`config.mk`:
```
export PLATFORM = sky130hd
export DESIGN_NAME = clock_set_ctrl
export DESIGN_NICKNAME = d
export VERILOG_FILES = /design/src/rtl/clock_set_ctrl.sv
export SDC_FILE = /design/constraint.sdc
export NUM_CORES = 1
export LEC_CHECK = 0
export CORE_ASPECT_RATIO = 1.4
export CORE_MARGIN = 2
export CORE_UTILIZATION = 58
export DETAILED_ROUTE_END_ITERATION = 12
export HOLD_SLACK_MARGIN = 0.1
export PLACE_DENSITY = 0.83
export SLEW_MARGIN = 5
export SYNTH_ARGS = -nofsm -noshare
export SYNTH_HDL_FRONTEND = slang
export SYNTH_SLANG_ARGS = --single-unit
```
`constraint.sdc`:
```
create_clock -name CLK -period 5.1 [get_ports CLK]
set_input_delay 0.51 -clock CLK [delete_from_list [all_inputs] [get_ports CLK]]
set_output_delay 0.51 -clock CLK [all_outputs]
set_load 0.1 [all_outputs]
```
`src/rtl/clock_set_ctrl.sv`:
```
// Mode/time-set controller: debounces MODE/ADV, sequences RUN->SET_HOUR->SET_MIN->SET_SEC, gates TICK,
// issues auto-repeating step pulses and a blink mask; button press to registered outputs in DEB_CYCLES+3 edges.
module clock_set_ctrl #(
  parameter int DEB_CYCLES   = 4,
  parameter int REPEAT_DELAY = 16,
  parameter int REPEAT_RATE  = 8,
  parameter int BLINK_HALF   = 32
) (
  input  logic       CLK,
  input  logic       RESET,
  input  logic       TICK,
  input  logic       BTN_MODE,
  input  logic       BTN_ADV,
  input  logic       DEC,
  output logic       RUN_EN,
  output logic       STEP_HOUR,
  output logic       STEP_MIN,
  output logic       SEC_CLR,
  output logic       STEP_DN,
  output logic [2:0] BLANK,
  output logic [1:0] MODE
);

  localparam int CW   = (DEB_CYCLES > 2) ? $clog2(DEB_CYCLES) : 1;
  localparam int RMAX = (REPEAT_DELAY > REPEAT_RATE) ? REPEAT_DELAY : REPEAT_RATE;
  localparam int RW   = (RMAX > 2) ? $clog2(RMAX) : 1;
  localparam int BW   = (BLINK_HALF > 2) ? $clog2(BLINK_HALF) : 1;

  typedef enum logic [1:0] {
    S_RUN  = 2'b00,
    S_HOUR = 2'b01,
    S_MIN  = 2'b10,
    S_SEC  = 2'b11
  } state_t;

  // Button index 0 is MODE, index 1 is ADV.
  logic [1:0]    sync1_q, sync1_d;
  logic [1:0]    sync2_q, sync2_d;
  logic [1:0]    deb_q, deb_d;
  logic [1:0]    deb_prev_q, deb_prev_d;
  logic [CW-1:0] deb_cnt_q [2];
  logic [CW-1:0] deb_cnt_d [2];

  state_t        state_q, state_d;
  logic          rep_act_q, rep_act_d;
  logic          rep_first_q, rep_first_d;
  logic [RW-1:0] rep_cnt_q, rep_cnt_d;
  logic [BW-1:0] blink_cnt_q, blink_cnt_d;
  logic          phase_q, phase_d;

  logic          run_en_q, run_en_d;
  logic          step_hour_q, step_hour_d;
  logic          step_min_q, step_min_d;
  logic          sec_clr_q, sec_clr_d;
  logic          step_dn_q, step_dn_d;
  logic [2:0]    blank_q, blank_d;

  logic          mode_press;
  logic          adv_press;
  logic          step_fire;

  always_comb begin
    sync1_d    = {BTN_ADV, BTN_MODE};
    sync2_d    = sync1_q;
    deb_prev_d = deb_q;
    deb_d      = deb_q;
    for (int i = 0; i < 2; i++) begin
      deb_cnt_d[i] = '0;
      if (sync2_q[i] != deb_q[i]) begin
        if (deb_cnt_q[i] == CW'(DEB_CYCLES - 1)) begin
          deb_d[i] = sync2_q[i];
        end else begin
          deb_cnt_d[i] = deb_cnt_q[i] + 1'b1;
        end
      end
    end

    mode_press = deb_q[0] & ~deb_prev_q[0];
    adv_press  = deb_q[1] & ~deb_prev_q[1] & ~mode_press;

    state_d     = state_q;
    rep_act_d   = rep_act_q;
    rep_first_d = rep_first_q;
    rep_cnt_d   = rep_cnt_q;
    step_fire   = 1'b0;
    sec_clr_d   = 1'b0;

    if (mode_press) begin
      rep_act_d = 1'b0;
      case (state_q)
        S_RUN:   state_d = S_HOUR;
        S_HOUR:  state_d = S_MIN;
        S_MIN:   state_d = S_SEC;
        default: state_d = S_RUN;
      endcase
    end else begin
      case (state_q)
        S_HOUR, S_MIN: begin
          if (adv_press) begin
            step_fire   = 1'b1;
            rep_act_d   = 1'b1;
            rep_first_d = 1'b1;
            rep_cnt_d   = '0;
          end else if (rep_act_q) begin
            if (!deb_q[1]) begin
              rep_act_d = 1'b0;
            end else if (rep_cnt_q == (rep_first_q ? RW'(REPEAT_DELAY - 1)
                                                   : RW'(REPEAT_RATE - 1))) begin
              step_fire   = 1'b1;
              rep_first_d = 1'b0;
              rep_cnt_d   = '0;
            end else begin
              rep_cnt_d = rep_cnt_q + 1'b1;
            end
          end
        end
        S_SEC:   sec_clr_d = adv_press;
        default: ;
      endcase
    end

    step_hour_d = step_fire && (state_q == S_HOUR);
    step_min_d  = step_fire && (state_q == S_MIN);
    step_dn_d   = step_fire ? DEC : step_dn_q;
    run_en_d    = TICK && (state_d == S_RUN);

    // Restarting the blink on any adjustment keeps the field visible while the user edits it.
    if ((state_d != state_q) || step_fire || sec_clr_d || (state_d == S_RUN)) begin
      blink_cnt_d = '0;
      phase_d     = 1'b0;
    end else if (blink_cnt_q == BW'(BLINK_HALF - 1)) begin
      blink_cnt_d = '0;
      phase_d     = ~phase_q;
    end else begin
      blink_cnt_d = blink_cnt_q + 1'b1;
      phase_d     = phase_q;
    end

    case (state_d)
      S_HOUR:  blank_d = {phase_d, 2'b00};
      S_MIN:   blank_d = {1'b0, phase_d, 1'b0};
      S_SEC:   blank_d = {2'b00, phase_d};
      default: blank_d = 3'b000;
    endcase
  end

  always_ff @(posedge CLK) begin
    if (RESET) begin
      sync1_q     <= '0;
      sync2_q     <= '0;
      deb_q       <= '0;
      deb_prev_q  <= '0;
      deb_cnt_q   <= '{default: '0};
      state_q     <= S_RUN;
      rep_act_q   <= 1'b0;
      rep_first_q <= 1'b0;
      rep_cnt_q   <= '0;
      blink_cnt_q <= '0;
      phase_q     <= 1'b0;
      run_en_q    <= 1'b0;
      step_hour_q <= 1'b0;
      step_min_q  <= 1'b0;
      sec_clr_q   <= 1'b0;
      step_dn_q   <= 1'b0;
      blank_q     <= 3'b000;
    end else begin
      sync1_q     <= sync1_d;
      sync2_q     <= sync2_d;
      deb_q       <= deb_d;
      deb_prev_q  <= deb_prev_d;
      deb_cnt_q   <= deb_cnt_d;
      state_q     <= state_d;
      rep_act_q   <= rep_act_d;
      rep_first_q <= rep_first_d;
      rep_cnt_q   <= rep_cnt_d;
      blink_cnt_q <= blink_cnt_d;
      phase_q     <= phase_d;
      run_en_q    <= run_en_d;
      step_hour_q <= step_hour_d;
      step_min_q  <= step_min_d;
      sec_clr_q   <= sec_clr_d;
      step_dn_q   <= step_dn_d;
      blank_q     <= blank_d;
    end
  end

  assign RUN_EN    = run_en_q;
  assign STEP_HOUR = step_hour_q;
  assign STEP_MIN  = step_min_q;
  assign SEC_CLR   = sec_clr_q;
  assign STEP_DN   = step_dn_q;
  assign BLANK     = blank_q;
  assign MODE      = state_q;

endmodule

```
==> results of run 1 <==
cells by family after synthesis:
family / Yosys count / share of synthesized area [%]
simple gates: 64 / 26.1
flops: 34 / 48.0
compound gates: 15 / 7.94
buf+inv: 10 / 2.82
fa+ha+maj: 9 / 7.94
xor+xnor: 7 / 4.32
mux: 4 / 2.82
worst register-to-register path: cells and delay by family, from the launching register on:
kind / cells / cell delay, ns
compound gates: 1 / 0.78
simple gates: 2 / 0.33
buf+inv: 1 / 0.12
flops: 1 / 0.51
fa+ha+maj: 1 / 0.40
mux: 1 / 0.27
stage by stage:
step | setup slack, ns | utilization [%]
after global placement | 2.75 | 66.6
after detailed placement | 2.63 | 66.6
after CTS | 2.51 | 69.9
final | 2.54 | 69.9
after floorplan | 2.29 | -
after global routing | 2.39 | 69.9
state kept, by name (all words and copies together), names as in the netlist, 2 cells and up:
register,flops
blink_cnt_q,5
deb_cnt_q,4
rep_cnt_q,4
BLANK,3
MODE,2
deb_prev_d,2
deb_prev_q,2
sync1_q,2
sync2_q,2
placed cells by master (no fill, tap or decap), types with 2 or more instances in the layout:
cell type / n
sky130_fd_sc_hd__nor4_1: 3
sky130_fd_sc_hd__or3_1: 4
sky130_fd_sc_hd__clkdlybuf4s50_1: 15
sky130_fd_sc_hd__and3b_1: 3
sky130_fd_sc_hd__nor2_1: 12
sky130_fd_sc_hd__nand3_1: 4
sky130_fd_sc_hd__inv_1: 5
sky130_fd_sc_hd__nand2_1: 8
sky130_fd_sc_hd__ha_1: 9
sky130_fd_sc_hd__clkinv_2: 2
sky130_fd_sc_hd__xnor2_1: 4
sky130_fd_sc_hd__xor2_1: 3
sky130_fd_sc_hd__dfxtp_1: 34
sky130_fd_sc_hd__o21ai_0: 3
sky130_fd_sc_hd__nand2b_1: 5
sky130_fd_sc_hd__mux2i_1: 4
sky130_fd_sc_hd__clkbuf_4: 5
sky130_fd_sc_hd__nor2b_1: 7
sky130_fd_sc_hd__a21oi_1: 5
sky130_fd_sc_hd__nor3_1: 7
cell type report:
cell class	instances	area share (%)
inverters	5	1.14
well taps	23	1.74
repair buffers	15	9.08
flip-flops and latches	34	41.2
clock inverters	3	2.42
clock buffers	5	2.27
multi-input cells	99	42.2
metal layers:
metal	up-vias	track usage [%]	share of wire [%]
met2	26	33.8	55
met5	-	0	0
met4	0	7.50	0
met1	481	20.2	40
li1	529	-	-
met3	0	8.67	4.9
how the worst max path moves through the flow:
| stage | slack (ns) | to | start | depth (start not counted) |
|---|---|---|---|---|
| global route | 2.39 | STEP_DN | MODE[0] | 6 |
| floorplan | 2.29 | blink_cnt_q[0] | MODE[1] | 6 |
| finish | 2.54 | MODE[0] | MODE[0] | 1 |
| detailed placement | 2.63 | STEP_DN | MODE[0] | 6 |
| global placement | 2.75 | STEP_HOUR | MODE[0] | 6 |
| CTS | 2.51 | MODE[0] | MODE[0] | 1 |
power by group through the flow:
stage | logic (uW) | clock network [uW] | registers, uW
2_1_floorplan | 6.26 | 0 | 278
3_3_place_gp | 14.5 | 0 | 275
6_report | 14.6 | 190 | 269
4_1_cts | 14.8 | 197 | 269
3_5_place_dp | 14.7 | 0 | 275
5_1_grt | 16.0 | 211 | 269
==> results, run 1 <==
- The overall die height is 62.5 um.
- Wires add up to 2.37 mm.
- The type of element capturing the critical path is an output pin.
- Cells with a size suffix above 1 make up under 10% of the layout.
- In this run, synthesis produced a sequential element count of 34.
- The proportion of total power due to net switching is about a fifth.
- The half-perimeter wire length after detailed placement is between 1.5 and 2 mm.
- The number of unique standard cell types used by synthesis is 37.
- Data on the critical path arrives at its endpoint at a little over 2 ns.
- The cell area power density is 286 nW/um2.
- The dominant delay contributor by cell family on the critical path is buffers and inverters.
- Per report_power, the sequential group accounts for 56.8% of the total.
- The total cell area at the placement stage is about 1600 um2.
- The post-cts hold buffer count is 0.
- The cell sitting at the root of the clock tree is a sky130_fd_sc_hd__clkbuf_4.
- Synthesis produced between 100 and 150 cells.
- By count the netlist is led by sky130_fd_sc_hd__dfxtp_1 (34), sky130_fd_sc_hd__nor2_1 (12), sky130_fd_sc_hd__ha_1 (9).
- The core region is between 2000 and 2500 um2.
- The layout overhead on the synthesized area is 16.6%.
- Clock tree synthesis inserted a total of 5 buffers.
- In this run the static leakage power is 0.000646 uW.
- Sequential cells were found to cover roughly half of the synthesized design area.
- The maximum vdd drop is between 0.15 and 0.2 mV.
- The number of resized instances in the post-cts repair step is 0.
- The number of buffers between clock root and the deepest sink is 2.
- The worst hold path startpoint is deb_cnt_q[2].
- The clock insertion delay at the later pin of the skew report is between 0.3 and 0.4 ns.
- Overall power consumption after layout is estimated at 473 uW.
- Counting flops with an async set or reset pin after synthesis yields a share of 0%.
- sky130_fd_sc_hd__dfxtp_1 is the most common cell in the netlist.
- The via count is 1,036.
- The cell-internal power is approximately 380 uW.
- Counting every sink on the clock net gives 34.
- Across the run, the number of max-cap violations was 0.
- The maximum clock skew at final layout is between 0.01 and 0.015 ns.
- The number of buffer cells added on primary ports is 15.
- Walking the worst path, the cells encountered are clkdlybuf4s50_1.
- The final standard cell area without fillers is 1650 um2.
- The number of antenna violations at the first check in global routing is 0.
- The top-level port count is 16.
- The cell area after synthesis is ~1400 um2.
- Of all nets on the critical path, the largest fanout is 9.
- The total count of hold-check failures in the final report is 0.
- After synthesis, the largest area contributor takes up just under 50% of total cell area.
- The clock network accounts for between 40% and 50% of the total power.
- After synthesis, the mean cell area works out to between 9 and 10 um2.
- The count of placed standard cells in the final layout, fillers left out is 184.
- The placed cell count is between 150 and 200.
- The repair_antennas step left the layout with diodes totalling 0.
- The count of flip-flops with a built-in enable after synthesis is 0.
- For this design the total switching power over the nets is approximately 98 uW.
- The via count of the first global-routing pass was 1,020.
- The smallest clock period supported by the final layout is computed as roughly 2.6 ns.
- The worst setup path is launched from a register.
- In the routed design, unresolved DRC markers number 0.
- The count of nets left with antenna violations once routing finished came out at 0.
- The cell type with the largest total area after synthesis is sky130_fd_sc_hd__dfxtp_1.
- The class of the most critical setup path is reg2out.
- Entering global routing, the biggest net connects 28 pins.
- For this run, the leading register cell type out of synthesis is sky130_fd_sc_hd__dfxtp_1.
- In this design, the stage delay of the slowest critical-path cell is around 1.2 ns.
- The endpoint with the worst hold slack is deb_cnt_q[2].
- The clock tree from TritonCTS is yes.
- Once the floorplan was initialized, standard cells occupied about three fifths of the core.
- The worst hold path belongs to the class reg2reg.
- The area occupied by multi-input gates is ~700 um2.
- Setup repair after global routing left no endpoint under its margin.
- Setup total negative slack on the finished layout was measured at 0 ns.
- After clock tree synthesis, the clock-pin slew on the worst setup and hold paths is ~0.1 ns.
- The end of the worst register-to-register path is STEP_DN.
- The overall die area is ~2900 um2.
- The area of all sequential standard cells is a little under 700 um2.
- The detail-routed via count per cell is about 5.6.
- The average detailed-routed wire length per instance is roughly 13 um.
- The count of routing violations after the opening detailed-route iteration is 29.
- The final RePlAce weighted congestion is ~0.77.
- The depth of the CTS H-tree is 2.
- Static timing analysis puts the maximum clock frequency at around 0.4 GHz.
- Setup violations remaining at the end of the flow were counted as 0.
- The first global-routing pass estimated between 4 and 5 mm of wire.
- The combinational fraction of design power is 3.1%.
- The post-CTS repair timing setup buffer count is 0.
- The worst register-to-register path has a setup slack of between 2 and 3 ns.
- For this run, the post-layout net count is about 180.
- The number of detailed-routing iterations run before antenna repair is 4.
- The Yosys step of the flow raised 0 warnings.
- After global routing the overflow that remains totals 0.
- The tightest hold path in the finished design has a slack of 0.422 ns.
- The startpoint of the most critical register-to-register path is MODE[0].
- The global-route total usage across every layer is just under 20%.
- The cell depth of the worst flop-to-flop path is 6.
- For the worst setup path, the data required time is 4.59 ns.
- The floorplan has 21 rows.
- The worst-case headroom to the max-slew limit is 34.1%.
- The run finished with clean final reports.
- The number of filler instances in the final layout is 190.
- The number of buffers and inverters on the critical path is 1.
- The number of nets produced by synthesis is 158.
- The post-route clock period utilization is about half.
- The max-slew violation count was 0.
- The x dimension of the die is between 40 and 50 um.
- The transition time at the pin with the least slew margin is a little under 1 ns.
- The number of stages on the worst hold path is 1.
- In the post-synthesis netlist, the biggest area contributors are sky130_fd_sc_hd__dfxtp_1 (48%), sky130_fd_sc_hd__ha_1 (7.9%), sky130_fd_sc_hd__nor2_1 (3.2%).
- The slowest cell on the critical path is sky130_fd_sc_hd__clkdlybuf4s50_1.
(Power assumes the default switching activity.)
==> inputs of run 2 (changes only) <==
- CORE_UTILIZATION: 58 -> 54
- PLACE_DENSITY: 0.83 -> 0.78
- clock period: 5.1 -> 2.46 ns (I/O delays scaled with it)
==> results, run 2 (synthesis results as in run 1) <==
- Outcome: finished clean (unchanged).
- The type of element capturing the critical path is a register (was output pin).
- The total wire length after detailed routing was 2.33 mm (was 2.37 mm).
- The final standard cell area without fillers came to 1640 um2 (was 1650 um2).
- The peak per-stage delay on the critical path is 0.57 ns (was 1.20 ns).
- The final RePlAce weighted congestion came to 0.729 (was 0.772).
- The worst path buffer plus inverter count is 1 (unchanged).
- The arrival time at the worst endpoint is 2.41 ns (was 2.05 ns).
- The proportion of total power due to net switching is 21.2% (was 20.6%).
- The via count of the first global-routing pass is 1,007 (was 1,020).
- The cell-internal power is 708 uW (was 376 uW).
- The total count of hold-check failures in the final report is 0 (unchanged).
- The final layout net count is 177 (was 175).
- The DRC violation count after routing is 0 (unchanged).
- The number of maximum-capacitance constraint violations is 0 (unchanged).
- The depth of the CTS H-tree is 2 (unchanged).
- The x dimension of the die is 47.3 um (was 45.8 um).
- Cell breakdown of the critical path: inv_1 > ha_1 > or4b_1 > o22ai_2 > a221oi_2 > nor4_1 (was clkdlybuf4s50_1).
- The max-slew violation count is 0 (unchanged).
- The total core area is 2560 um2 (was 2360 um2).
- The number of filler instances in the final layout is 218 (was 190).
- The total cell area at the placement stage was 1580 um2 (about the same).
- The standby leakage power was 0.000667 uW (was 0.000646 uW).
- The top-level port count is 16 (unchanged).
- The number of detailed-routing iterations run before antenna repair came to 4 (unchanged).
- The clock share of power was 34.5% (was 40.1%).
- The maximum clock skew at final layout is 0.00344 ns (was 0.0125 ns).
- The maximum vdd drop is 0.417 mV (was 0.189 mV).
- The post-cts hold buffer count is 0 (unchanged).
- The wire length of the first global-routing pass is 4.19 mm (was 4.17 mm).
- The number of flip-flops in the largest register is 5 (unchanged).
- The fraction of final layout cells with drive strength greater than 1 is 16.6% (was 8.70%).
- In the finished design, the share of the clock period the worst path needs comes to 88.5%.
- The number of nets still failing antenna checks after routing is 0 (unchanged).
- The total negative setup slack is 0 ns (unchanged).
- The combinational fraction of design power is 3.5% (was 3.1%).
- The number of buffers between clock root and the deepest sink came to 2 (unchanged).
- The total clock buffers created by CTS came to 5 (unchanged).
- The number of buffer cells added on primary ports is 15 (unchanged).
- The worst-case headroom to the max-slew limit is 54.2% (was 34.1%).
- The maximum number of pins on one net before global-route repair is 17 (was 28).
- The number of antenna violations at the first check in global routing is 0 (unchanged).
- The overall die area came to 3060 um2 (was 2860 um2).
- The number of antenna cells inserted came to 0 (unchanged).
- The total net switching power came to 191 uW (was 97.6 uW).
- The category of the worst setup path launch point is a register (unchanged).
- Based on the critical path, the design can be clocked at up to ~0.46 GHz.
- The post-CTS repair timing setup buffer count came to 0 (unchanged).
- The largest register by flop count is blink_cnt_q (unchanged).
- The slowest cell on the critical path is sky130_fd_sc_hd__or4b_1 (was sky130_fd_sc_hd__clkdlybuf4s50_1).
- The final setup slack of the worst path is 0.282 ns (was 2.54 ns).
- The detail-routed via count per cell was 5.20 (was 5.63).
- Setup repair after global routing missed its margin: false (unchanged).
- The via count came to 1,034 (was 1,036).
- Largest regs: blink_cnt_q x5, deb_cnt_q x4, rep_cnt_q x4 (unchanged).
- The total power of the final layout came to 898 uW (was 473 uW).
- The overall die height is 64.6 um (was 62.5 um).
- The cell area power density is 546 nW/um2 (was 286 nW/um2).
- The largest driver fanout on the critical path is 9 (unchanged).
- The overall overflow remaining after global route is 0 (unchanged).
- The type of the most critical hold path is reg2reg (unchanged).
- The class of the most critical setup path is reg2reg (was reg2out).
- The number of rows in the core area is 22 (was 21).
- The data required time at the worst endpoint is 2.70 ns (was 4.59 ns).
- The layout overhead on the synthesized area came to 16.0% (was 16.6%).
- The number of sinks handled by clock tree synthesis is 34 (unchanged).
- The clock insertion delay at the later pin of the skew report came to 0.33 ns (was 0.34 ns).
- The global-route total usage across every layer came to 19.1% (was 19.8%).
- The starting density of the core was 55.4% (was 59.9%).
- The time the final worst path needs with I/O delays and setup is ~2.2 ns.
- The count of routing violations after the opening detailed-route iteration came to 22 (was 29).
- The clock tree from TritonCTS is yes (unchanged).
- The number of resized instances in the post-cts repair step was 0 (unchanged).
- The most common cell after layout, fill and taps aside was sky130_fd_sc_hd__dfxtp_1 (unchanged).
- Leading cell types in the layout, fill and taps excluded: sky130_fd_sc_hd__dfxtp_1 (32), sky130_fd_sc_hd__nor2_1 (12), sky130_fd_sc_hd__buf_4 (12), sky130_fd_sc_hd__ha_1 (9), sky130_fd_sc_hd__nand2_1 (8) (was sky130_fd_sc_hd__dfxtp_1 (34), sky130_fd_sc_hd__clkdlybuf4s50_1 (15), sky130_fd_sc_hd__nor2_1 (12), sky130_fd_sc_hd__ha_1 (9), sky130_fd_sc_hd__nand2_1 (8)).
- The post-placement worst setup slack came to 0.297 ns (was 2.63 ns).
- The clock tree root driver cell is sky130_fd_sc_hd__clkbuf_4 (unchanged).
- The dominant delay contributor by cell family on the critical path is simple AND/OR/NAND/NOR gates (was buffers and inverters).
- The half-perimeter wire length after detailed placement is 1.71 mm (was 1.74 mm).
- The transition time at the pin with the least slew margin came to 0.686 ns (was 0.985 ns).
- The final setup violation count is 0 (unchanged).
- The average detailed-routed wire length per instance came to 11.7 um (was 12.9 um).
- The share of power burned in registers is 62.0% (was 56.8%).
- The clock transition at the registers of the reported paths came to 0.09 ns (was 0.10 ns).
-- run 2: cell types whose count changed in the layout (fill, tap and decap cells not counted) --
cell,change
sky130_fd_sc_hd__clkinv_2,-1
sky130_fd_sc_hd__dfxtp_2,+2
sky130_fd_sc_hd__bufinv_16,-1
sky130_fd_sc_hd__buf_4,+12
sky130_fd_sc_hd__dfxtp_1,-2
sky130_fd_sc_hd__clkbuf_8,+1
sky130_fd_sc_hd__clkdlybuf4s50_1,-10
sky130_fd_sc_hd__clkbuf_1,+1
-- run 2: final timing paths --
| path | startpoint | to | slack (ns) | cells past startpoint |
|---|---|---|---|---|
| worst min-delay path | deb_cnt_q[2] | deb_cnt_q[2] | 0.43 | 1 |
| worst max-delay path | MODE[0] | BLANK[0] | 0.28 | 6 |
| worst max register to register | MODE[0] | BLANK[0] | 0.28 | 6 |
| worst min register to register | deb_cnt_q[2] | deb_cnt_q[2] | 0.43 | 1 |
-- run 2: metrics by stage --
step,hold slack [ns],utilization [%],std cells
after floorplan,0.374,-,143
after global placement,0.404,61.9,191
after detailed placement,0.414,61.9,191
after CTS,0.428,64.2,199
after global routing,0.449,64.2,199
final,0.426,64.2,199
-- run 2: metal layers --
metal | up-vias | global-route usage (%) | wire length (um)
met5 | - | 0 | 0
met4 | 0 | 9.38 | 44
met3 | 4 | 6.69 | 98
met2 | 21 | 31.6 | 1200
met1 | 471 | 20.3 | 983
li1 | 538 | - | -
-- run 2: layout make-up --
| type | instances | area, um2 | area share [%] |
|---|---|---|---|
| sequential | 34 | 683 | 41.6 |
| multi-input combinational | 99 | 697 | 42.4 |
| inverter | 5 | 18.8 | 1.14 |
| clock buffer | 7 | 55.1 | 3.35 |
| timing repair buffer | 17 | 140 | 8.52 |
| clock inverter | 1 | 5.00 | 0.304 |
| tap | 36 | 45.0 | 2.74 |
-- run 2: worst register-to-register path: stages, from the launching register on --
cell and delay [ns]:
sky130_fd_sc_hd__dfxtp_2 0.43, sky130_fd_sc_hd__inv_1 0.09, sky130_fd_sc_hd__ha_1 0.38, sky130_fd_sc_hd__or4b_1 0.57, sky130_fd_sc_hd__o22ai_2 0.14, sky130_fd_sc_hd__a221oi_2 0.17
sky130_fd_sc_hd__nor4_1 0.31
-- run 2: power groups by stage --
stage	sequential [uW]	combinational, uW	clock, uW
6_report	557	31.3	310
5_1_grt	558	34.6	345
4_1_cts	557	31.9	323
3_5_place_dp	570	31.8	0
3_3_place_gp	569	31.2	0
2_1_floorplan	576	13.0	0
==> inputs of run 3 (changes only) <==
- CAP_MARGIN: unset -> 20
- CTS_CLUSTER_SIZE: unset -> 20
==> results of run 3 <==
Same layout as run 2: the final DEF is identical, and so are final timing and power.
